==> src/rtl/cla_adder_pipe.sv <==
// Pipelined carry-lookahead adder/subtractor; stage k resolves its slice of GROUP-bit lookahead groups.
// Latency STAGES cycles from acceptance to out_valid; throughput one result per cycle.
// Backpressure: one global enable (!out_valid | out_ready) freezes every stage; in_ready mirrors it.
module cla_adder_pipe #(
    parameter int WIDTH  = 16,
    parameter int GROUP  = 4,
    parameter int STAGES = 2
) (
    input  logic             clk,
    input  logic             rst,
    input  logic             in_valid,
    output logic             in_ready,
    input  logic [WIDTH-1:0] a,
    input  logic [WIDTH-1:0] b,
    input  logic             cin,
    input  logic             sub,
    output logic             out_valid,
    input  logic             out_ready,
    output logic [WIDTH-1:0] s,
    output logic             cout,
    output logic             ovf
);

    localparam int NGRP = WIDTH / GROUP;   // lookahead groups across the word
    localparam int GPS  = NGRP / STAGES;   // groups resolved per stage
    localparam int SW   = GPS * GROUP;     // bits resolved per stage

    // Bit-level lookahead inside one group: every carry is a flat
    // sum-of-products of g/p and the group carry-in, never a ripple.
    function automatic logic [GROUP:0] grp_carry(input logic [GROUP-1:0] g,
                                                 input logic [GROUP-1:0] p,
                                                 input logic             ci);
        logic [GROUP:0] c;
        logic           term;
        c    = '0;
        c[0] = ci;
        for (int j = 1; j <= GROUP; j++) begin
            c[j] = ci;
            for (int i = 0; i < j; i++) c[j] = c[j] & p[i];
            for (int i = 0; i < j; i++) begin
                term = g[i];
                for (int m = i + 1; m < j; m++) term = term & p[m];
                c[j] = c[j] | term;
            end
        end
        return c;
    endfunction

    // Group-level lookahead over the groups owned by one stage.
    function automatic logic [GPS:0] stg_carry(input logic [GPS-1:0] g,
                                               input logic [GPS-1:0] p,
                                               input logic           ci);
        logic [GPS:0] c;
        logic         term;
        c    = '0;
        c[0] = ci;
        for (int j = 1; j <= GPS; j++) begin
            c[j] = ci;
            for (int i = 0; i < j; i++) c[j] = c[j] & p[i];
            for (int i = 0; i < j; i++) begin
                term = g[i];
                for (int m = i + 1; m < j; m++) term = term & p[m];
                c[j] = c[j] | term;
            end
        end
        return c;
    endfunction

    // Resolve one stage slice: returns {carry_out, sum[SW-1:0]}.
    function automatic logic [SW:0] stage_resolve(input logic [SW-1:0] x,
                                                  input logic [SW-1:0] y,
                                                  input logic          ci);
        logic [SW-1:0]  bg, bp, sum;
        logic [GPS-1:0] gg, gp;
        logic [GPS:0]   gc;
        logic [GROUP:0] bc;
        bg  = x & y;
        bp  = x ^ y;
        sum = '0;
        gg  = '0;
        gp  = '0;
        for (int i = 0; i < GPS; i++) begin
            bc    = grp_carry(bg[i*GROUP +: GROUP], bp[i*GROUP +: GROUP], 1'b0);
            gg[i] = bc[GROUP];
            gp[i] = &bp[i*GROUP +: GROUP];
        end
        gc = stg_carry(gg, gp, ci);
        for (int i = 0; i < GPS; i++) begin
            bc = grp_carry(bg[i*GROUP +: GROUP], bp[i*GROUP +: GROUP], gc[i]);
            sum[i*GROUP +: GROUP] = bp[i*GROUP +: GROUP] ^ bc[GROUP-1:0];
        end
        return {gc[GPS], sum};
    endfunction

    logic             en;
    logic [WIDTH-1:0] beff;
    logic             c0;

    // Subtract is a + ~b + 1, so cin is replaced by a forced carry-in.
    assign beff     = sub ? ~b : b;
    assign c0       = sub | cin;
    assign en       = !out_valid | out_ready;
    assign in_ready = en;

    for (genvar k = 0; k < STAGES; k++) begin : stg
        localparam int LO      = k * SW;        // first bit resolved here
        localparam int HI_NEXT = (k + 1) * SW;  // first bit left for later stages

        logic [WIDTH-1:LO]  a_in, b_in;         // still-unresolved operand bits
        logic               c_in, am_in, bm_in, v_in;
        logic [HI_NEXT-1:0] sum_acc;            // all sum bits known after this stage
        logic [SW:0]        res;

        assign res = stage_resolve(a_in[LO+SW-1:LO], b_in[LO+SW-1:LO], c_in);

        if (k == 0) begin : g_src
            assign a_in    = a;
            assign b_in    = beff;
            assign c_in    = c0;
            assign am_in   = a[WIDTH-1];
            assign bm_in   = beff[WIDTH-1];
            assign v_in    = in_valid;
            assign sum_acc = res[SW-1:0];
        end else begin : g_src
            assign a_in    = stg[k-1].g_reg.a_q;
            assign b_in    = stg[k-1].g_reg.b_q;
            assign c_in    = stg[k-1].g_reg.c_q;
            assign am_in   = stg[k-1].g_reg.am_q;
            assign bm_in   = stg[k-1].g_reg.bm_q;
            assign v_in    = stg[k-1].g_reg.v_q;
            assign sum_acc = {res[SW-1:0], stg[k-1].g_reg.sum_q};
        end

        if (k < STAGES - 1) begin : g_reg
            logic [WIDTH-1:HI_NEXT] a_q, b_q;
            logic [HI_NEXT-1:0]     sum_q;
            logic                   c_q, am_q, bm_q, v_q;

            // Inter-stage register: resolved low sum, pending upper operands, boundary carry.
            always_ff @(posedge clk or posedge rst) begin
                if (rst) begin
                    a_q   <= '0;
                    b_q   <= '0;
                    sum_q <= '0;
                    c_q   <= 1'b0;
                    am_q  <= 1'b0;
                    bm_q  <= 1'b0;
                    v_q   <= 1'b0;
                end else if (en) begin
                    a_q   <= a_in[WIDTH-1:HI_NEXT];
                    b_q   <= b_in[WIDTH-1:HI_NEXT];
                    sum_q <= sum_acc;
                    c_q   <= res[SW];
                    am_q  <= am_in;
                    bm_q  <= bm_in;
                    v_q   <= v_in;
                end
            end
        end else begin : g_out
            // Output register: full result plus signed overflow from the operand MSBs.
            always_ff @(posedge clk or posedge rst) begin
                if (rst) begin
                    out_valid <= 1'b0;
                    s         <= '0;
                    cout      <= 1'b0;
                    ovf       <= 1'b0;
                end else if (en) begin
                    out_valid <= v_in;
                    s         <= sum_acc;
                    cout      <= res[SW];
                    ovf       <= (am_in == bm_in) & (sum_acc[WIDTH-1] != am_in);
                end
            end
        end
    end

endmodule

==> config.mk <==
export PLATFORM = sky130hd
export DESIGN_NAME = cla_adder_pipe
export DESIGN_NICKNAME = d
export VERILOG_FILES = /design/src/rtl/cla_adder_pipe.sv
export SDC_FILE = /design/constraint.sdc
export NUM_CORES = 1
export LEC_CHECK = 0
export ABC_AREA = 1
export BUFFER_PORTS_ARGS = -buffer_cell sky130_fd_sc_hd__buf_2
export CORE_ASPECT_RATIO = 0.6
export CORE_MARGIN = 2
export CORE_UTILIZATION = 40
export DETAILED_ROUTE_END_ITERATION = 12
export PLACE_DENSITY = 0.75
export SYNTH_ARGS = -nofsm -noshare
export SYNTH_HDL_FRONTEND = slang
export SYNTH_SLANG_ARGS = --single-unit
export TNS_END_PERCENT = 50
==> constraint.sdc <==
create_clock -name clk -period 1.8 [get_ports clk]
set_input_delay 0.27 -clock clk [delete_from_list [all_inputs] [get_ports clk]]
set_output_delay 0.27 -clock clk [all_outputs]
set_load 0.01 [all_outputs]
==> results.txt, run 1 <==
----------------------------------------------------
[Place]
  Half-perimeter wire length after placement ... 4301 um
  Routability Congestion ... 0.7885
  Port-buffer cells ... 57
  Pre-CTS setup slack ... -0.4270 ns

[Clock tree]
  Worst-Skew Late Latency ... 0.29 ns
  Maximum level of the CTS H-tree ... 2
  Largest buffer count on any clock path ... 2
  Clock transition at the register clock pins on the worst setup and hold paths after CTS ... 0.09 ns
  Sinks on the clock net ... 45
  Number of buffers added by the clock tree synthesis step ... 5
  Clock root buffer ... clkbuf_8
  TritonCTS clock tree ... yes

[Worst hold path]
  Classification of the worst-slack hold path ... in -> reg
  Hold path cells ... 3

[Yosys]
  Largest family of logic cells by synthesized area ... simple AND/OR/NAND/NOR gates
  Post-synth cell types ... 27
  Simple-gate portion of the synthesized area ... 24.82%
  Avg Inst Size Synth ... 8.548 um^2
  Post-Synth Adder-Cell Area ... 12.51%
  Flip-flop and latch count after synthesis ... 45
  Sequential area share after synthesis ... 42.63%
  Synth Cell Area ... 0.002641 mm^2
  Fraction of the mapped netlist area in compound gates ... 6.063%
  Fraction of synthesized cell area in xor and xnor cells ... 6.632%
  Mux contribution to synthesized area ... 0%
  Number of cells produced by synthesis ... 309
  Net count after synthesis ... 371
  Yosys synthesis warning count ... 0

[Worst setup path]
  Kind of start point of the critical path ... flip-flop
  Critical setup path kind ... reg -> reg
  Critical path peak fanout ... 5
  Largest stage delay, worst path ... 0.42 ns
  Slowest cell on the critical path ... dfrtp_1
  Critical path data arrival time ... 2.13 ns
  Endpoint required time on the critical path ... 2.03 ns
  Number of cells on the worst reg-to-reg path ... 12
  Critical-path cell list ... ha_4 > nand4_1 > nand4_1 > a21o_1 > ha_2 > nand2_2 > nand3_2 > nand2_2 > nand2_2 > nand2_1 > nand2_1 > o21ai_2
  Most repeated library cell on the critical path ... nand2_2
  Setup crit end kind ... flip-flop

[STA]
  Crit share post-route ... 106.0%
  Final min period ... 1.907 ns
  Final Hold Viols ... 0
  Max Slew Vio Count ... 0
  Worst hold-check slack ... 0.1663 ns
  Worst Setup Slack, final ... -0.1073 ns
  Max-Slew Margin vs Limit ... 74.50%
  Slew at the pin closest to its max-slew limit ... 0.3819 ns
  Setup clock skew after layout ... 0.006818 ns
  Count of final setup violators ... 5
  Setup repair after global routing missed its margin ... yes
  F_max ... 0.5243 GHz

[Floorplan]
  Number of placement rows ... 22
  Floorplan die width ... 108.9 um
  Height of the die ... 66.95 um
  Effective utilization at floorplan ... 42.27%
  Area of the die ... 0.007291 mm^2
  Core region area ... 0.006248 mm^2
  Boundary Pins ... 58

[Run status]
  Outcome ... finished, violations left
  Failing checks ... negative setup slack

[Global route]
  Total GRT Usage ... 17.10%
  Global-route wire length before repair ... 9660 um
  Pin count of the biggest net entering global routing ... 28
  Overflow left after global routing ... 0
  Antenna violations before repair ... 0
  Via count of the first global-routing pass ... 2102

[Route]
  Total via count in the routed design ... 2206
  Iteration count of the initial detailed-routing pass ... 4
  Total wirelength of the detailed-routed design ... 5762 um
  Ratio of routed vias to standard cells ... 4.558
  Number of DRC markers after the initial detailed-route iteration ... 107
  Number of design rule violations left after detail routing ... 0
  Average routed wire per standard cell ... 11.90 um
  Remaining antenna violation count after routing ... 0

[Cells and area]
  Count of inserted antenna diode cells ... 0
  Commonest non-fill, non-tap cells in the layout ... nand2_1 (110), buf_2 (55), dfrtp_1 (45)
  Sequential cell area ... 0.001126 mm^2
  Most frequent standard cell in the layout excluding fill and tap cells ... nand2_1
  Number of inserted filler cells in the final layout ... 602
  Fraction of final layout cells sized beyond drive strength 1 ... 31.50%
  Layout overhead on the synthesized area ... 29.13%
  Area of the multi-input gates ... 0.001419 mm^2
  Number of nets in the finished design ... 461

[Power and ir drop]
  Share of power burned in the clock network ... 17.6%
  Leak pwr ... 1.780 nW
  Total internal power ... 0.002237 W
  Fraction of power spent switching nets ... 35.69%
  Share of total power in combinational logic ... 40.5%
  IR Drop Worst-Case VDD ... 0.4883 mV
  Cell Pwr Density ... 1020 mW/mm^2
  Fraction of power consumed by sequential logic ... 41.9%
  Switching power summed over all nets ... 0.001241 W

[Job]
  Number of max-cap violations ... 0

----------------------------------------------------
## through the flow
stage | TNS, ns | util, % | instance area [um^2] | cells | power, W
finish | -0.3351 | 54.59 | 3411 | 484 | 0.003478
global route | -0.9794 | 54.59 | 3411 | 484 | 0.003782
CTS | -0.3347 | 53.42 | 3338 | 480 | 0.003461
detailed placement | -2.603 | 50.76 | 3172 | 468 | 0.002765
global placement | -2.028 | 50.76 | 3172 | 468 | 0.002720
floorplan | -1.153 | - | 2680 | 309 | 0.002265
## registers in the layout (all words and copies together), names as in the netlist
name and flops:
s 16, stg.g_reg.a_q 8, stg.g_reg.b_q 8, stg.g_reg.sum_q 8, cout 1, out_valid 1
ovf 1, stg.g_reg.c_q 1, stg.g_reg.v_q 1
## worst max-delay path, delay by kind of cell, from the launching register on
family / cells / cell delay, ns
DFF: 1 / 0.42
adders and majority gates: 2 / 0.46
and+or+nand+nor: 8 / 0.65
AOI/OAI and AO/OA: 2 / 0.33
## Yosys cell counts (all sizes together)
library cell	count	area, um^2
a21oi	3	15.01
nand4	4	25.02
nand3	11	60.06
nand2	116	440.4
xor2	8	70.07
inv	24	90.09
o21ai	25	125.1
and3	1	6.260
nand3b	4	30.03
or2	3	21.27
nor2	16	72.57
ha	20	250.2
buf	11	103.9
fa	4	80.08
a21o	1	7.510
xnor2	12	105.1
dfrtp	45	1126
o22ai	1	12.51
## cell families (layout without fill, tap and decap cells)
| group | Yosys count | after routing |
|---|---|---|
| DFF | 45 | 45 |
| xor gates and xnor gates | 20 | 20 |
| and+or+nand+nor | 155 | 155 |
| adders and majority gates | 24 | 24 |
| buffers and inverters | 35 | 126 |
| AOI/OAI and AO/OA | 30 | 30 |
## power by group through the flow
stage,combinational (W),clock (W),sequential (W)
after global routing,0.00160,0.000687,0.00149
after global placement,0.00126,0,0.00146
after CTS,0.00137,0.000635,0.00146
after detailed placement,0.00130,0,0.00147
after floorplan,0.000747,0,0.00152
final,0.00141,0.000612,0.00146
## area by class of cell
type,instances,share of cell area (%)
multi-input combinational,229,41.60
sequential,45,33.02
timing repair buffer,94,17.20
tap,84,3.081
inverter,24,2.641
clock buffer,7,2.238
clock inverter,1,0.2201
## layer usage
metal,share of wire (%),track usage (%),vias up
met2,44,26.79,41
met3,4.9,4.305,6
li1,-,-,1149
met1,51,24.00,1010
met5,0,0,-
met4,0.68,3.365,0
## timing repair
item / in CTS / in global routing
hold endpoints to repair: 12 / 0
hold buffers: 1 / 0
buffers inserted: 3 / 4
resized for setup: 10 / 12
setup endpoints to repair: 9 / 9
pin swaps: 12 / 18
## final timing paths
| check | from | to | slack [ns] |
|---|---|---|---|
| max | stg[0].g_reg.b_q[11]$_DFFE_PP0P_ | ovf$_DFFE_PP0P_ | -0.11 |
| min | a[10] | stg[0].g_reg.a_q[10]$_DFFE_PP0P_ | 0.17 |
| max reg2reg | stg[0].g_reg.b_q[11]$_DFFE_PP0P_ | ovf$_DFFE_PP0P_ | -0.11 |
| min reg2reg | stg[0].g_reg.sum_q[2]$_DFFE_PP0P_ | s[2]$_DFFE_PP0P_ | 0.46 |
| max in group asynchronous | rst | stg[0].g_reg.b_q[14]$_DFFE_PP0P_ | 0.78 |
| min in group asynchronous | rst | stg[0].g_reg.a_q[11]$_DFFE_PP0P_ | 0.45 |
Note: power is estimated with default switching activity, not from simulation.
==> run 2, diff against run 1 <==
ABC_AREA = unset   (was 1)
PLACE_DENSITY = 0.76   (was 0.75)
==> run 2 against run 1 <==
Compared with the run above:
- the run still ends with negative setup slack left
- synthesized area down 4.6%
- global-route usage down 0.072 points
- via count down 7.4%
- first-iteration DRC count down 25%
- non-clock buffer count down 8
- sequential share of layout area is 1.9 points higher
- core utilization shrank 1.8 points
- clock skew shrank 0.0045 ns
- synthesized cell count is 13% lower
- flip-flop and latch count unchanged
- sequential power hardly changed
- largest power group unchanged
==> results.txt, run 2 <==
----------------------------------------------------
[Route]
  Total wirelength of the detailed-routed design ... 5164 um (was 5762 um)
  Remaining antenna violation count after routing ... 0 (unchanged)
  Ratio of routed vias to standard cells ... 4.697 (was 4.558)
  Average routed wire per standard cell ... 11.87 um (was 11.90 um)
  Iteration count of the initial detailed-routing pass ... 4 (unchanged)
  Total via count in the routed design ... 2043 (was 2206)
  Number of design rule violations left after detail routing ... 0 (unchanged)
  Number of DRC markers after the initial detailed-route iteration ... 80 (was 107)

[Worst setup path]
  Critical path data arrival time ... 2.14 ns (was 2.13 ns)
  Number of cells on the worst reg-to-reg path ... 9 (was 12)
  Launch point of the worst reg-to-reg path ... stg[0].g_reg.a_q[8]$_DFFE_PP0P_ (was stg[0].g_reg.b_q[11]$_DFFE_PP0P_)
  Worst R2R Setup Slack ... -0.14 ns (was -0.11 ns)
  Critical setup path kind ... reg -> reg (unchanged)
  Critical path peak fanout ... 2 (was 5)
  Endpoint required time on the critical path ... 2.01 ns (was 2.03 ns)
  Worst reg2reg path endpoint ... ovf$_DFFE_PP0P_ (unchanged)
  Beginning of the critical path ... stg[0].g_reg.a_q[8]$_DFFE_PP0P_ (was stg[0].g_reg.b_q[11]$_DFFE_PP0P_)
  Kind of start point of the critical path ... flip-flop (unchanged)
  End of the critical path ... ovf$_DFFE_PP0P_ (unchanged)
  Setup crit end kind ... flip-flop (unchanged)

[Global route]
  Met1 track utilization from global routing ... 24.32% (was 24.00%)
  Via count of the first global-routing pass ... 2082 (was 2102)
  Global-route wire length before repair ... 9425 um (was 9660 um)
  Peak-usage layer in the global routing report ... met2 (unchanged)
  Total GRT Usage ... 17.03% (was 17.10%)
  Overflow left after global routing ... 0 (unchanged)
  Pin count of the biggest net entering global routing ... 50 (was 28)
  Met3 routing resource usage after global routing ... 3.869% (was 4.305%)
  Met2 Use GR ... 27.00% (was 26.79%)
  Antenna violations before repair ... 0 (unchanged)

[STA]
  Max Slew Vio Count ... 0 (unchanged)
  Slew at the pin closest to its max-slew limit ... 0.5584 ns (was 0.3819 ns)
  Setup repair after global routing missed its margin ... yes (unchanged)
  Final min period ... 1.935 ns (was 1.907 ns)
  Crit share post-route ... 107.5% (was 106.0%)
  Setup clock skew after layout ... 0.002342 ns (was 0.006818 ns)
  F_max ... 0.5167 GHz (was 0.5243 GHz)
  Worst Setup Slack, final ... -0.1354 ns (was -0.1073 ns)
  Count of final setup violators ... 7 (was 5)
  Max-Slew Margin vs Limit ... 62.77% (was 74.50%)
  Worst hold-check slack ... 0.09358 ns (was 0.1663 ns)
  Final Hold Viols ... 0 (unchanged)

[Place]
  Half-perimeter wire length after placement ... 4005 um (was 4301 um)
  Port-buffer cells ... 57 (unchanged)
  Routability Congestion ... 0.8040 (was 0.7885)
  Pre-CTS setup slack ... -0.4337 ns (was -0.4270 ns)
  Post-Place Cell Area ... 0.003072 mm^2 (was 0.003172 mm^2)

[Cells and area]
  Fraction of final layout cells sized beyond drive strength 1 ... 31.34% (was 31.50%)
  Number of inserted filler cells in the final layout ... 590 (was 602)
  Layout overhead on the synthesized area ... 28.00% (was 29.13%)
  Register bank with the most flops ... s (unchanged)
  Most frequent standard cell in the layout excluding fill and tap cells ... nand2_1 (unchanged)
  Commonest non-fill, non-tap cells in the layout ... nand2_1 (79), buf_2 (56), dfrtp_1 (45) (was nand2_1 (110), buf_2 (55), dfrtp_1 (45))
  Number of nets in the finished design ... 412 (was 461)
  Count of inserted antenna diode cells ... 0 (unchanged)
  Cell area after layout ... 0.003226 mm^2 (was 0.003411 mm^2)
  Largest register FFs ... 16 (unchanged)
  Sequential cell area ... 0.001126 mm^2 (unchanged)
  Area of the multi-input gates ... 0.001343 mm^2 (was 0.001419 mm^2)

[Yosys]
  Flip-flop and latch count after synthesis ... 45 (unchanged)
  Avg Inst Size Synth ... 9.368 um^2 (was 8.548 um^2)
  Async set-reset flop share out of synthesis ... 100.0% (unchanged)
  Top cells by instance count after synthesis ... nand2_1 (79), dfrtp_1 (45), a21oi_1 (20), ha_1 (20), o21ai_0 (20) (was nand2_1 (114), dfrtp_1 (45), inv_1 (22), o21ai_0 (22), ha_1 (20))
  Number of cells produced by synthesis ... 269 (was 309)
  Net count after synthesis ... 331 (was 371)
  Most frequent cell after synthesis ... nand2_1 (unchanged)
  Proportion of netlist area held by the largest area contributor ... 44.69% (was 42.63%)
  Sequential area share after synthesis ... 44.69% (was 42.63%)
  Dominant synthesized flop cell ... dfrtp_1 (unchanged)
  Count of flip-flops with a built-in enable after synthesis ... 0 (unchanged)
  Synth area leaders ... dfrtp_1 (45%), nand2_1 (12%), ha_1 (9.9%) (was dfrtp_1 (43%), nand2_1 (16%), ha_1 (9.5%))
  Yosys synthesis warning count ... 0 (unchanged)
  Post-synth cell types ... 27 (unchanged)
  Synth Cell Area ... 0.002520 mm^2 (was 0.002641 mm^2)
  Library cell with the largest summed area after synthesis ... dfrtp_1 (unchanged)

[Run status]
  Failing checks ... negative setup slack (unchanged)
  Outcome ... finished, violations left (unchanged)

[Clock tree]
  TritonCTS clock tree ... yes (unchanged)
  Largest buffer count on any clock path ... 2 (unchanged)
  Hold-fix buffers, CTS ... 0 (was 1)
  Sinks on the clock net ... 45 (unchanged)
  Number of buffers added by the clock tree synthesis step ... 5 (unchanged)
  Worst-Skew Late Latency ... 0.29 ns (about the same)
  Clock transition at the register clock pins on the worst setup and hold paths after CTS ... 0.08 ns (was 0.09 ns)
  Clock root buffer ... clkbuf_8 (unchanged)
  Maximum level of the CTS H-tree ... 2 (unchanged)

[Worst hold path]
  Classification of the worst-slack hold path ... in -> async (was in -> reg)

[Floorplan]
  Floorplan die width ... 106.5 um (was 108.9 um)
  Height of the die ... 65.48 um (was 66.95 um)
  Boundary Pins ... 58 (unchanged)
  Area of the die ... 0.006971 mm^2 (was 0.007291 mm^2)
  Effective utilization at floorplan ... 41.24% (was 42.27%)
  Core region area ... 0.006111 mm^2 (was 0.006248 mm^2)
  Number of placement rows ... 22 (unchanged)

[Power and ir drop]
  Cell Pwr Density ... 1132 mW/mm^2 (was 1020 mW/mm^2)
  Switching power summed over all nets ... 0.001218 W (was 0.001241 W)
  Fraction of power consumed by sequential logic ... 40.1% (was 41.9%)
  IR Drop Worst-Case VDD ... 0.4603 mV (was 0.4883 mV)
  Leak pwr ... 1.646 nW (was 1.780 nW)
  Share of power burned in the clock network ... 21.5% (was 17.6%)
  Fraction of power spent switching nets ... 33.34% (was 35.69%)
  Total internal power ... 0.002435 W (was 0.002237 W)
  Share of total power in combinational logic ... 38.3% (was 40.5%)

[Job]
  Number of max-cap violations ... 0 (unchanged)

----------------------------------------------------
run 2: how the worst min path moves through the flow:
| stage | startpoint | end | slack (ns) | cells past startpoint |
|---|---|---|---|---|
| after floorplan | in_valid | stg[0].g_reg.v_q$_DFFE_PP0P_ | 0.38 | 2 |
| after global placement | rst | s[12]$_DFFE_PP0P_ | 0.44 | 3 |
| after detailed placement | rst | s[12]$_DFFE_PP0P_ | 0.44 | 3 |
| after CTS | rst | s[7]$_DFFE_PP0P_ | 0.12 | 3 |
| after global routing | rst | s[12]$_DFFE_PP0P_ | 0.16 | 3 |
| final | rst | s[12]$_DFFE_PP0P_ | 0.09 | 3 |
run 2: cell type report:
class | instances | area share, %
timing repair buffer | 86 | 15.67
sequential | 45 | 34.91
clock inverter | 1 | 0.9310
inverter | 8 | 0.9310
clock buffer | 7 | 2.676
tap | 84 | 3.258
multi-input combinational | 204 | 41.62
run 2: routing by layer:
layer	vias to the layer above	wire length, um
met4	0	27
li1	1040	-
met3	5	276
met5	-	0
met1	949	2660
met2	49	2200
run 2: power by group through the flow:
stage                     Combinational, W  Clock [W]  Sequential [W]
after floorplan                   0.000753          0         0.00155
after global placement             0.00132          0         0.00148
after detailed placement           0.00135          0         0.00149
after CTS                          0.00139   0.000807         0.00147
after global routing               0.00159   0.000843         0.00151
final                              0.00140   0.000787         0.00146
run 2: stage by stage:
step / setup TNS [ns] / utilization (%) / power, W / std cells
after floorplan: -2.013 / - / 0.002300 / 269
after global placement: -2.156 / 50.27 / 0.002798 / 426
after detailed placement: -2.881 / 50.27 / 0.002839 / 426
after CTS: -0.7612 / 52.54 / 0.003668 / 434
after global routing: -1.994 / 52.78 / 0.003941 / 435
final: -0.7166 / 52.78 / 0.003652 / 435
run 2: timing repair:
item | CTS | global route
endpoints found under the setup margin | 9 | 9
pin swaps | 14 | 7
resized for setup | 7 | 1
gates cloned | 0 | 0
buffers inserted | 0 | 1
run 2: cell families after synthesis:
family	count (synthesis)	share of synthesized area, %
multiplexers	2	0.8441
XOR/XNOR	29	10.08
flip-flops	45	44.69
AND/OR/NAND/NOR	98	15.59
AO/OA/AOI/OAI	51	12.02
adder cells (fa/ha/maj)	24	13.11
buffers and inverters	20	3.674
run 2: worst max-delay path, stage by stage, from the launching register on:
cell and delay [ns]:
dfrtp_1 0.38, ha_1 0.31, a21o_1 0.17, a21oi_2 0.14
o21ai_2 0.07, ha_2 0.18, o211ai_1 0.15, nand2_1 0.12
xnor2_1 0.14, o31ai_1 0.18
==> run 3, diff against run 2 <==
CORE_UTILIZATION = 49   (was 40)
PLACE_DENSITY = 0.87   (was 0.76)
==> run 3 against run 2 <==
Compared with the run above:
- the run still ends with negative setup slack left
- flip-flop and latch count is the same
- core utilization is 12 points higher
- sequential share of layout area shrank 0.22 points
- routed wire length is 10% higher
- power is 1.1% lower
- clock skew increased by 0.0021 ns
- count of clock-buffer cells in the layout stayed put
- register-to-register slack got worse by 0.03 ns
- global-route usage rose by 4.5 points
- clock power fell by 12%
- largest power group unchanged
- highest routed layer unchanged
==> results.txt, run 3 (synthesis gave the netlist of run 2 again) <==
----------------------------------------------------
[Clock tree]
  Largest buffer count on any clock path ... 2 (unchanged)
  Hold-fix buffers, CTS ... 0 (unchanged)
  Sinks on the clock net ... 45 (unchanged)
  Clock root buffer ... clkbuf_8 (unchanged)
  Maximum level of the CTS H-tree ... 2 (unchanged)
  Clock transition at the register clock pins on the worst setup and hold paths after CTS ... 0.09 ns (was 0.08 ns)
  Number of buffers added by the clock tree synthesis step ... 5 (unchanged)
  TritonCTS clock tree ... yes (unchanged)
  Worst-Skew Late Latency ... 0.30 ns (was 0.29 ns)

[Route]
  Iteration count of the initial detailed-routing pass ... 4 (unchanged)
  Remaining antenna violation count after routing ... 0 (unchanged)
  Ratio of routed vias to standard cells ... 4.855 (was 4.697)
  Number of design rule violations left after detail routing ... 0 (unchanged)
  Total wirelength of the detailed-routed design ... 5699 um (was 5164 um)
  Average routed wire per standard cell ... 13.54 um (was 11.87 um)
  Total via count in the routed design ... 2044 (was 2043)
  Number of DRC markers after the initial detailed-route iteration ... 42 (was 80)

[Worst setup path]
  Count of buffering cells on the critical path with inverters included ... 1 (was 0)
  Largest delay contributor family on the critical path ... adder cells (was compound AO/OA/AOI/OAI gates)
  Critical-path cell list ... ha_1 > a21o_1 > a21oi_2 > o21ai_2 > buf_4 > fa_2 > nand2_1 > nand2_1 (was ha_1 > a21o_1 > a21oi_2 > o21ai_2 > ha_2 > o211ai_1 > nand2_1 > xnor2_1 > o31ai_1)
  Endpoint required time on the critical path ... 2.04 ns (was 2.01 ns)
  Critical path peak fanout ... 2 (unchanged)
  Critical setup path kind ... reg -> reg (unchanged)
  Most repeated library cell on the critical path ... nand2_1
  Largest stage delay, worst path ... 0.53 ns (was 0.38 ns)
  Critical path data arrival time ... 2.21 ns (was 2.14 ns)
  Kind of start point of the critical path ... flip-flop (unchanged)
  Slowest cell on the critical path ... fa_2 (was dfrtp_1)
  Setup crit end kind ... flip-flop (unchanged)

[Global route]
  Via count of the first global-routing pass ... 1995 (was 2082)
  Pin count of the biggest net entering global routing ... 50 (unchanged)
  Overflow left after global routing ... 0 (unchanged)
  Total GRT Usage ... 21.54% (was 17.03%)
  Global-route wire length before repair ... 9252 um (was 9425 um)
  Antenna violations before repair ... 0 (unchanged)

[Place]
  Port-buffer cells ... 57 (unchanged)
  Half-perimeter wire length after placement ... 4234 um (was 4005 um)
  Routability Congestion ... 0.7957 (was 0.8040)
  Cell total after placement ... 412 (was 426)
  Post-Place Cell Area ... 0.003079 mm^2 (was 0.003072 mm^2)

[Run status]
  Failing checks ... negative setup slack (unchanged)
  Outcome ... finished, violations left (unchanged)

[Floorplan]
  Boundary Pins ... 58 (unchanged)
  Floorplan die width ... 96.58 um (was 106.5 um)
  Height of the die ... 59.55 um (was 65.48 um)
  Core region area ... 0.005005 mm^2 (was 0.006111 mm^2)
  Effective utilization at floorplan ... 50.35% (was 41.24%)
  Area of the die ... 0.005751 mm^2 (was 0.006971 mm^2)
  Number of placement rows ... 20 (was 22)

[Power and ir drop]
  Leak pwr ... 1.662 nW (was 1.646 nW)
  IR Drop Worst-Case VDD ... 0.4875 mV (was 0.4603 mV)
  Cell Pwr Density ... 1113 mW/mm^2 (was 1132 mW/mm^2)

[Worst hold path]
  Classification of the worst-slack hold path ... in -> async (unchanged)

[STA]
  Final Hold Viols ... 0 (unchanged)
  Max Slew Vio Count ... 0 (unchanged)
  Final min period ... 1.966 ns (was 1.935 ns)
  Count of final setup violators ... 8 (was 7)
  Worst Setup Slack, final ... -0.1663 ns (was -0.1354 ns)
  Slew at the pin closest to its max-slew limit ... 0.5641 ns (was 0.5584 ns)
  Setup clock skew after layout ... 0.004399 ns (was 0.002342 ns)
  Setup repair after global routing missed its margin ... yes (unchanged)
  Crit share post-route ... 109.2% (was 107.5%)
  F_max ... 0.5086 GHz (was 0.5167 GHz)
  Sum Neg Setup Slack ... -0.8784 ns (was -0.7166 ns)
  Max-Slew Margin vs Limit ... 62.40% (was 62.77%)

[Cells and area]
  Area of the multi-input gates ... 0.001356 mm^2 (was 0.001343 mm^2)
  Most frequent standard cell in the layout excluding fill and tap cells ... nand2_1 (unchanged)
  Register bank with the most flops ... s (unchanged)
  Cell area after layout ... 0.003246 mm^2 (was 0.003226 mm^2)
  Largest register FFs ... 16 (unchanged)
  Number of inserted filler cells in the final layout ... 414 (was 590)
  Number of nets in the finished design ... 416 (was 412)
  Layout overhead on the synthesized area ... 28.80% (was 28.00%)
  Post-Layout Cell Count ... 421 (was 435)
  Count of inserted antenna diode cells ... 0 (unchanged)
  Commonest non-fill, non-tap cells in the layout ... nand2_1 (79), buf_2 (55), dfrtp_1 (45) (was nand2_1 (79), buf_2 (56), dfrtp_1 (45))
  Fraction of final layout cells sized beyond drive strength 1 ... 32.96% (was 31.34%)
  Sequential cell area ... 0.001126 mm^2 (unchanged)

[Job]
  Number of max-cap violations ... 0 (unchanged)

----------------------------------------------------
-- run 3: timing repair --
item                                    4_1_cts  5_1_grt
buffers inserted                              1        0
endpoints found under the setup margin        8       10
pin swaps                                    13        9
resized for setup                             6       10
-- run 3: layer usage --
metal | track usage [%] | part of all wire, %
met5 | 0 | 0
met4 | 6.841 | 0.95
met3 | 4.580 | 5.7
met2 | 34.03 | 46
met1 | 30.07 | 47
-- run 3: power breakdown --
part           switching [W]  internal (W)  leakage [nW]
Clock               0.000348      0.000347        0.0542
Combinational       0.000755      0.000694          1.07
Sequential          0.000169       0.00130         0.533
Total                0.00127       0.00234          1.66
-- run 3: final timing paths --
| path | to | cells after the start | start | slack [ns] |
|---|---|---|---|---|
| setup / recovery | s[12]$_DFFE_PP0P_ | 8 | stg[0].g_reg.b_q[8]$_DFFE_PP0P_ | -0.17 |
| hold / removal | s[12]$_DFFE_PP0P_ | 3 | rst | 0.09 |
| setup reg to reg | s[12]$_DFFE_PP0P_ | 8 | stg[0].g_reg.b_q[8]$_DFFE_PP0P_ | -0.17 |
| hold reg to reg | s[7]$_DFFE_PP0P_ | 2 | s[7]$_DFFE_PP0P_ | 0.47 |
| max in group asynchronous | s[0]$_DFFE_PP0P_ | 3 | rst | 1.32 |
| min in group clk | stg[0].g_reg.a_q[13]$_DFFE_PP0P_ | 3 | a[13] | 0.16 |
-- run 3: area by class of cell --
| type | count | area share, % |
|---|---|---|
| Multi-Input combinational cell | 204 | 41.79 |
| Sequential cell | 45 | 34.70 |
| Timing Repair Buffer | 90 | 16.92 |
| Clock buffer | 7 | 2.968 |
| Tap cell | 66 | 2.544 |
| Inverter | 8 | 0.9252 |
| Clock inverter | 1 | 0.1542 |
-- run 3: per-stage QoR --
stage	hold WS [ns]	setup WS, ns	total power (W)	utilization (%)
finish	0.09401	-0.1663	0.003614	64.85
global route	0.1587	-0.3709	0.003883	64.85
CTS	0.1151	-0.1621	0.003591	63.95
detailed placement	0.4417	-0.4622	0.002874	61.53
global placement	0.4347	-0.2969	0.002794	61.53
floorplan	0.3824	-0.4190	0.002300	-
-- run 3: worst min-delay path: cells and delay by family --
family	cells	cell delay, ns
buf+inv	3	0.58
